--- config.mk ---
export PLATFORM = sky130hd
export DESIGN_NAME = multicycle_control
export DESIGN_NICKNAME = d
export VERILOG_FILES = /design/src/rtl/multicycle_control.sv
export SDC_FILE = /design/constraint.sdc
export NUM_CORES = 1
export LEC_CHECK = 0
export ABC_AREA = 1
export BUFFER_PORTS_ARGS = -buffer_cell sky130_fd_sc_hd__buf_4
export CAP_MARGIN = 20
export CELL_PAD_IN_SITES_DETAIL_PLACEMENT = 1
export CELL_PAD_IN_SITES_GLOBAL_PLACEMENT = 2
export CORE_ASPECT_RATIO = 1.75
export CORE_UTILIZATION = 19
export CTS_CLUSTER_SIZE = 14
export DETAILED_ROUTE_END_ITERATION = 8
export GPL_ROUTABILITY_DRIVEN = 0
export GPL_TIMING_DRIVEN = 0
export PLACE_DENSITY = 0.9
export SYNTH_ARGS = -nofsm -noshare
export SYNTH_HDL_FRONTEND = slang
export SYNTH_SLANG_ARGS = --single-unit
--- constraint.sdc ---
create_clock -name clk -period 1.55 [get_ports clk]
set_input_delay 0.155 -clock clk [delete_from_list [all_inputs] [get_ports clk]]
set_output_delay 0.155 -clock clk [all_outputs]
set_load 0.005 [all_outputs]
--- src/rtl/multicycle_control.sv ---
// rtl/multicycle_control.sv - main control FSM for the multicycle CPU datapath
module multicycle_control #(
    parameter int                      OPCODE_WIDTH = 6,
    parameter logic [OPCODE_WIDTH-1:0] OP_RTYPE     = 'h00,
    parameter logic [OPCODE_WIDTH-1:0] OP_LW        = 'h23,
    parameter logic [OPCODE_WIDTH-1:0] OP_SW        = 'h2B,
    parameter logic [OPCODE_WIDTH-1:0] OP_BEQ       = 'h04,
    parameter logic [OPCODE_WIDTH-1:0] OP_J         = 'h02,
    parameter logic [OPCODE_WIDTH-1:0] OP_ADDI      = 'h08
) (
    input  logic                    clk,
    input  logic                    reset,
    input  logic [OPCODE_WIDTH-1:0] opcode,
    input  logic                    mem_ready,
    output logic                    pc_write,
    output logic                    pc_write_cond,
    output logic                    i_or_d,
    output logic                    mem_read,
    output logic                    mem_write,
    output logic                    ir_write,
    output logic                    mem_to_reg,
    output logic                    reg_dst,
    output logic                    reg_write,
    output logic                    alu_src_a,
    output logic [1:0]              alu_src_b,
    output logic [1:0]              alu_op,
    output logic [1:0]              pc_source,
    output logic                    illegal,
    output logic [3:0]              state_out
);

    localparam logic [3:0] S_RST     = 4'd0;
    localparam logic [3:0] S_FETCH   = 4'd1;
    localparam logic [3:0] S_DECODE  = 4'd2;
    localparam logic [3:0] S_MEMADR  = 4'd3;
    localparam logic [3:0] S_MEMRD   = 4'd4;
    localparam logic [3:0] S_MEMWB   = 4'd5;
    localparam logic [3:0] S_MEMWR   = 4'd6;
    localparam logic [3:0] S_EXEC    = 4'd7;
    localparam logic [3:0] S_RWB     = 4'd8;
    localparam logic [3:0] S_BRANCH  = 4'd9;
    localparam logic [3:0] S_JUMP    = 4'd10;
    localparam logic [3:0] S_ADDI_EX = 4'd11;
    localparam logic [3:0] S_ADDI_WB = 4'd12;

    localparam logic [1:0] SRCB_B    = 2'b00;
    localparam logic [1:0] SRCB_4    = 2'b01;
    localparam logic [1:0] SRCB_IMM  = 2'b10;
    localparam logic [1:0] SRCB_IMM2 = 2'b11;

    localparam logic [1:0] ALU_ADD   = 2'b00;
    localparam logic [1:0] ALU_SUB   = 2'b01;
    localparam logic [1:0] ALU_FUNCT = 2'b10;

    localparam logic [1:0] PCS_ALU    = 2'b00;
    localparam logic [1:0] PCS_ALUOUT = 2'b01;
    localparam logic [1:0] PCS_JUMP   = 2'b10;

    logic [3:0] state;
    logic [3:0] state_nxt;
    logic       opcode_known;

    assign opcode_known = (opcode == OP_RTYPE) || (opcode == OP_LW)  ||
                          (opcode == OP_SW)    || (opcode == OP_BEQ) ||
                          (opcode == OP_J)     || (opcode == OP_ADDI);

    always_ff @(posedge clk or negedge reset) begin
        if (!reset) begin
            state <= S_RST;
        end else begin
            state <= state_nxt;
        end
    end

    always_comb begin
        state_nxt = S_FETCH;
        case (state)
            S_RST:     state_nxt = S_FETCH;
            S_FETCH:   state_nxt = mem_ready ? S_DECODE : S_FETCH;
            S_DECODE: begin
                if ((opcode == OP_LW) || (opcode == OP_SW)) begin
                    state_nxt = S_MEMADR;
                end else if (opcode == OP_RTYPE) begin
                    state_nxt = S_EXEC;
                end else if (opcode == OP_BEQ) begin
                    state_nxt = S_BRANCH;
                end else if (opcode == OP_J) begin
                    state_nxt = S_JUMP;
                end else if (opcode == OP_ADDI) begin
                    state_nxt = S_ADDI_EX;
                end else begin
                    state_nxt = S_FETCH;
                end
            end
            S_MEMADR:  state_nxt = (opcode == OP_SW) ? S_MEMWR : S_MEMRD;
            S_MEMRD:   state_nxt = mem_ready ? S_MEMWB : S_MEMRD;
            S_MEMWB:   state_nxt = S_FETCH;
            S_MEMWR:   state_nxt = mem_ready ? S_FETCH : S_MEMWR;
            S_EXEC:    state_nxt = S_RWB;
            S_RWB:     state_nxt = S_FETCH;
            S_BRANCH:  state_nxt = S_FETCH;
            S_JUMP:    state_nxt = S_FETCH;
            S_ADDI_EX: state_nxt = S_ADDI_WB;
            S_ADDI_WB: state_nxt = S_FETCH;
            default:   state_nxt = S_FETCH;
        endcase
    end

    // Everything decodes from state alone, except the FETCH write enables which
    // must wait for the instruction word to actually arrive.
    always_comb begin
        pc_write      = 1'b0;
        pc_write_cond = 1'b0;
        i_or_d        = 1'b0;
        mem_read      = 1'b0;
        mem_write     = 1'b0;
        ir_write      = 1'b0;
        mem_to_reg    = 1'b0;
        reg_dst       = 1'b0;
        reg_write     = 1'b0;
        alu_src_a     = 1'b0;
        alu_src_b     = SRCB_B;
        alu_op        = ALU_ADD;
        pc_source     = PCS_ALU;
        illegal       = 1'b0;
        case (state)
            S_FETCH: begin
                mem_read  = 1'b1;
                alu_src_b = SRCB_4;
                ir_write  = mem_ready;
                pc_write  = mem_ready;
            end
            S_DECODE: begin
                alu_src_b = SRCB_IMM2;
                illegal   = !opcode_known;
            end
            S_MEMADR: begin
                alu_src_a = 1'b1;
                alu_src_b = SRCB_IMM;
            end
            S_MEMRD: begin
                mem_read = 1'b1;
                i_or_d   = 1'b1;
            end
            S_MEMWB: begin
                reg_write  = 1'b1;
                mem_to_reg = 1'b1;
            end
            S_MEMWR: begin
                mem_write = 1'b1;
                i_or_d    = 1'b1;
            end
            S_EXEC: begin
                alu_src_a = 1'b1;
                alu_op    = ALU_FUNCT;
            end
            S_RWB: begin
                reg_write = 1'b1;
                reg_dst   = 1'b1;
            end
            S_BRANCH: begin
                alu_src_a     = 1'b1;
                alu_op        = ALU_SUB;
                pc_write_cond = 1'b1;
                pc_source     = PCS_ALUOUT;
            end
            S_JUMP: begin
                pc_write  = 1'b1;
                pc_source = PCS_JUMP;
            end
            S_ADDI_EX: begin
                alu_src_a = 1'b1;
                alu_src_b = SRCB_IMM;
            end
            S_ADDI_WB: begin
                reg_write = 1'b1;
            end
            default: begin
            end
        endcase
    end

    assign state_out = state;

endmodule

=== Word level (Yosys, flattened, before mapping) ===
Index checks and enable logic that the tools add are counted.

* Flip-flop bits (word level): 4
* Input bits: 9
* Output and inout port bits: 21
* Word-level logic and storage cells: 55

* Eq/ne operators: 17
* Multiplexer cells: 24
* Reduce and logical (&&, ||, !) cells: 13

{| class="wikitable"
|+ Operators with widths
! kind !! count
|-
| one-hot mux 4 bit (7 select lines) || 1
|-
| equality test 4 bit (second input constant) || 5
|-
| 2-to-1 mux 4 bit || 5
|-
| equality test 4 x 3 -> 1 bit (second input constant) || 4
|-
| equality test 6 bit (second input constant) || 2
|-
| 2-to-1 mux 1 bit || 11
|-
| equality test 4 x 2 -> 1 bit (second input constant) || 2
|-
| one-hot mux 2 bit (2 select lines) || 2
|-
| equality test 6 x 2 -> 1 bit (second input constant) || 1
|-
| equality test 6 x 3 -> 1 bit (second input constant) || 1
|-
| equality test 6 x 4 -> 1 bit (second input constant) || 1
|-
| zero test 6 bit || 1
|-
| logical OR 1 bit || 6
|-
| one-hot mux 2 bit (3 select lines) || 1
|-
| OR reduction 2 bit || 3
|-
| equality test 4 x 1 -> 1 bit (second input constant) || 1
|-
| 2-to-1 mux 2 bit || 2
|-
| OR reduction 4 bit || 1
|-
| 2-to-1 mux 3 bit || 1
|-
| OR reduction 3 bit || 1
|-
| one-hot mux 1 bit (2 select lines) || 1
|-
| zero test 1 bit || 1
|}

=== Logic depth before layout (Yosys ltp) ===
* Depth in word-level cells: 8
* Depth in mapped cells: 7

=== Worst setup path after synthesis ===
Ideal clock, no wire load.

* Path type: register -> output
* From: register state[2] (netlist: state_out[2])
* To: output illegal
* Data arrival time: 1.006 ns
* Data required time: 1.395 ns
* Setup slack: 0.389 ns
* Cell stages (with the launch flop): 6
* Path buffers: 0
* Cell sequence: dfrtp_1 > nor2_2 > inv_2 > nor2_4 > nand3_1 > nor2_1

* Longest elaborated chain between the ends: 2

{| class="wikitable"
|+ RTL lines
! what !! line !! source
|-
| start: declaration || 59 || <nowiki>logic [3:0] state;</nowiki>
|-
| start signal: assignment || 71 || <nowiki>state <= state_nxt;</nowiki>
|-
| equality test 4 x 2 -> 1 bit || 126 || <nowiki>case (state)</nowiki>
|-
| 2-to-1 mux 1 bit || 126 ||
|-
| end: declaration || 28 || <nowiki>output logic illegal,</nowiki>
|}

Every way passes these cells.

=== Final worst setup path ===
* From: register state[2] (netlist: state_out[2])
* To: output alu_src_b[1]

* Longest elaborated chain between the ends: 3

{| class="wikitable"
|+ RTL lines
! what !! line !! source
|-
| equality test 4 bit / equality test 4 x 2 -> 1 bit (equally long branches) || 126 ||
|-
| OR reduction 2 bit (no source line) || -- ||
|-
| one-hot mux 2 bit (3 select lines) * || 126 ||
|-
| end: declaration || 25 || <nowiki>output logic [1:0] alu_src_b,</nowiki>
|}

Every way passes the cells marked *; elsewhere a longest branch is shown, timed or not.

==> results by group <==
STA
  – Sum Neg Setup Slack: 0 ns
  – Worst slew margin: 82.5%
  – Max Fclk: 669 MHz
  – Final period util: 96.5%
  – Setup repair after global routing missed its margin: yes
  – Worst Skew: 0.00299 ns
  – Final Max Slew Viols: 0
  – Final Hold Fails: 0
  – Worst Tran Pin Value: 0.262 ns
  – Period minus WS final: 1.50 ns
  – Final setup fails: 0

Logic synthesis
  – Register area share after synthesis: 21.8%
  – Post-Syn Instances: 85
  – Library cells used by synthesis: 16
  – Ys Warns: 0
  – Synth area leader: dfrtp_1
  – Top-area cell type share of the netlist area: 21.8%
  – FF+latch count, synth: 4
  – Avg Cell Area, Syn: 5.40 um^2
  – Top area cells in the synthesized netlist: dfrtp_1, nor2_1, nand2_1
  – Post-Syn Nets: 94
  – Synth Cell Area: 459 um^2

Layout
  – Reg area: 103 um^2
  – Antenna diode count: 0
  – Max reg flops: 4
  – Multi-input logic area: 307 um^2
  – Nets: 132
  – Final instance area: 800 um^2
  – Layout overhead on the synthesized area: 74.1%
  – Fin util: 35.2%
  – Layout fillers: 308
  – Share of post-route cells with drive strength above 1: 46.3%
  – Final std cells w/o fill: 146

Drt
  – Wire length per cell: 10.9 um
  – Initial drt markers: 3
  – Vias per cell: 4.52
  – Antenna viol nets, final: 0
  – TritonRoute pass-1 iters: 2
  – DRC Markers: 0
  – Routed vias: 660
  – Final WL: 1590 um

Global route
  – Vias in the first global route: 618
  – Largest net degree at the start of global routing: 8
  – Aggregate global-route resource usage: 14.1%
  – Total gr overflow: 0
  – First-pass GRT wire length: 2540 um
  – Initial antenna violation count: 0

Pwr
  – NetSw: 0.589 mW
  – P_leak: 0.455 nW
  – Switching part of the total: 43.8%
  – Share of power burned in registers: 16.9%
  – Total power: 1.34 mW
  – Internal Pwr Total: 0.756 mW
  – Pwr Density: 1680 nW/um^2
  – Max VDD drop: 582 uV
  – Clk network pwr share: 16.2%
  – Comb pwr share: 66.9%

Hold path
  – Hold WC Path Type: primary input to async pin

Critical path
  – Crit Path Category: flip-flop to output port
  – Critical Path Source Type: flip-flop
  – CP endpoint kind: output port
  – CP required: 1.39 ns
  – Worst Path Max Fanout: 5
  – CP Data Arrival Time: 1.34 ns

Floorplan
  – DIE AREA: 2630 um^2
  – Chip width: 39.2 um
  – # IOs: 30
  – Die Ht: 67.0 um
  – # rows: 23
  – Core area: 2270 um^2
  – Initial Utilization: 20.2%

Run status
  – Outcome: finished, final reports clean

Clocking
  – Worst-Skew Late Latency: 0.22 ns
  – Clock sinks: 4
  – H-tree depth: 1
  – Num CTS Buffers: 3
  – Clock-pin slew on the worst setup and hold paths: 0.03 ns
  – Clk buf depth: 2
  – Root Buffer Master: clkbuf_8
  – CTS tree: done

Placed design
  – Placed Cells: 139
  – Area after DPL: 708 um^2
  – Port buffer count: 29
  – Final HPWL DP: 1320 um

Run
  – Max Cap Viol: 0
==> layer usage <==
metal | global-route usage (%) | up-vias | routed length, um
met4 | 9.05 | 0 | 42
met3 | 2.00 | 5 | 72
met1 | 13.6 | 294 | 568
li1 | - | 335 | -
met5 | 0 | - | 0
met2 | 25.6 | 26 | 902
==> cells by family after synthesis <==
logic type / count (synthesis) / synth area share (%)
DFF: 4 / 21.8
and+or+nand+nor: 56 / 54.5
buffers and inverters: 17 / 14.7
AOI/OAI and AO/OA: 8 / 8.99
==> power groups by stage <==
stage,clock network (mW),logic (mW),registers (mW)
floorplan,0,0.430,0.206
global placement,0,0.825,0.215
detailed placement,0,0.835,0.218
CTS,0.222,0.842,0.222
global route,0.235,1.01,0.237
finish,0.218,0.899,0.227
==> cell usage in the layout, fill, tap and decap left out <==
| master | synthesis | layout |
|---|---|---|
| nand2_1 | 19 | 18 |
| nand3_2 | 0 | 1 |
| nor2_1 | 20 | 19 |
| nand2_2 | 1 | 2 |
| inv_1 | 7 | 7 |
| nand4_1 | 1 | 1 |
| nand3_1 | 8 | 7 |
| dlygate4sd3_1 | 0 | 1 |
| a21oi_1 | 1 | 1 |
| o21ai_0 | 3 | 3 |
| o21ai_1 | 3 | 3 |
| dfrtp_2 | 0 | 2 |
| nor2_4 | 1 | 2 |
| inv_2 | 9 | 9 |
| dfrtp_1 | 4 | 2 |
| o22ai_1 | 1 | 1 |
| clkbuf_8 | 0 | 3 |
| nand3b_1 | 2 | 2 |
| buf_4 | 1 | 33 |
| nor2_2 | 4 | 4 |
==> final timing paths <==
| check | startpoint | to | slack (ns) | cells past startpoint |
|---|---|---|---|---|
| min reg2reg | state_out[2]$_DFF_PN0_ | state_out[3]$_DFF_PN0_ | 0.75 | 5 |
| min | reset | state_out[1]$_DFF_PN0_ | 0.27 | 2 |
| max in group asynchronous | reset | state_out[2]$_DFF_PN0_ | 1.17 | 2 |
| min in group clk | mem_ready | state_out[0]$_DFF_PN0_ | 0.32 | 4 |
| max reg2reg | state_out[2]$_DFF_PN0_ | state_out[0]$_DFF_PN0_ | 0.29 | 6 |
| max | state_out[2]$_DFF_PN0_ | alu_src_b[1] | 0.05 | 7 |
==> timing repair <==
action	CTS	global route
hold buffers	1	0
pin swaps	2	3
setup endpoints to repair	1	6
endpoints found under the hold margin	4	0
resized for setup	1	5
setup buffers	0	3
==> stage by stage <==
stage / setup WS (ns) / hold slack, ns
global route: -0.0242 / 0.297
detailed placement: 0.178 / -0.0489
CTS: 0.000688 / 0.272
floorplan: 0.389 / -0.141
finish: 0.0548 / 0.271
global placement: 0.189 / -0.0501
==> worst max-delay path, cell delays in order (launching register included) <==
cell and delay, ns:
dfrtp_2 0.44, nor2_4 0.18, inv_2 0.06, nor2_4 0.13, buf_4 0.13, inv_2 0.03
nand2_1 0.05, buf_4 0.10
==> Yosys cell counts <==
| master | count |
|---|---|
| a21oi_1 | 1 |
| buf_4 | 1 |
| dfrtp_1 | 4 |
| inv_1 | 7 |
| inv_2 | 9 |
| nand2_1 | 19 |
| nand2_2 | 1 |
| nand3_1 | 8 |
| nand3b_1 | 2 |
| nand4_1 | 1 |
| nor2_1 | 20 |
| nor2_2 | 4 |
| nor2_4 | 1 |
| o21ai_0 | 3 |
| o21ai_1 | 3 |
| o22ai_1 | 1 |
==> layout make-up <==
class                           instances  area share [%]
Multi-Input combinational cell         64            38.3
Timing Repair Buffer                   33            31.3
Clock buffer                            3            5.16
Sequential cell                         4            12.8
Tap cell                               25            3.91
Buffer                                  1           0.939
Inverter                               16            7.51
No activity file was read; power rests on OpenSTA's default activity.
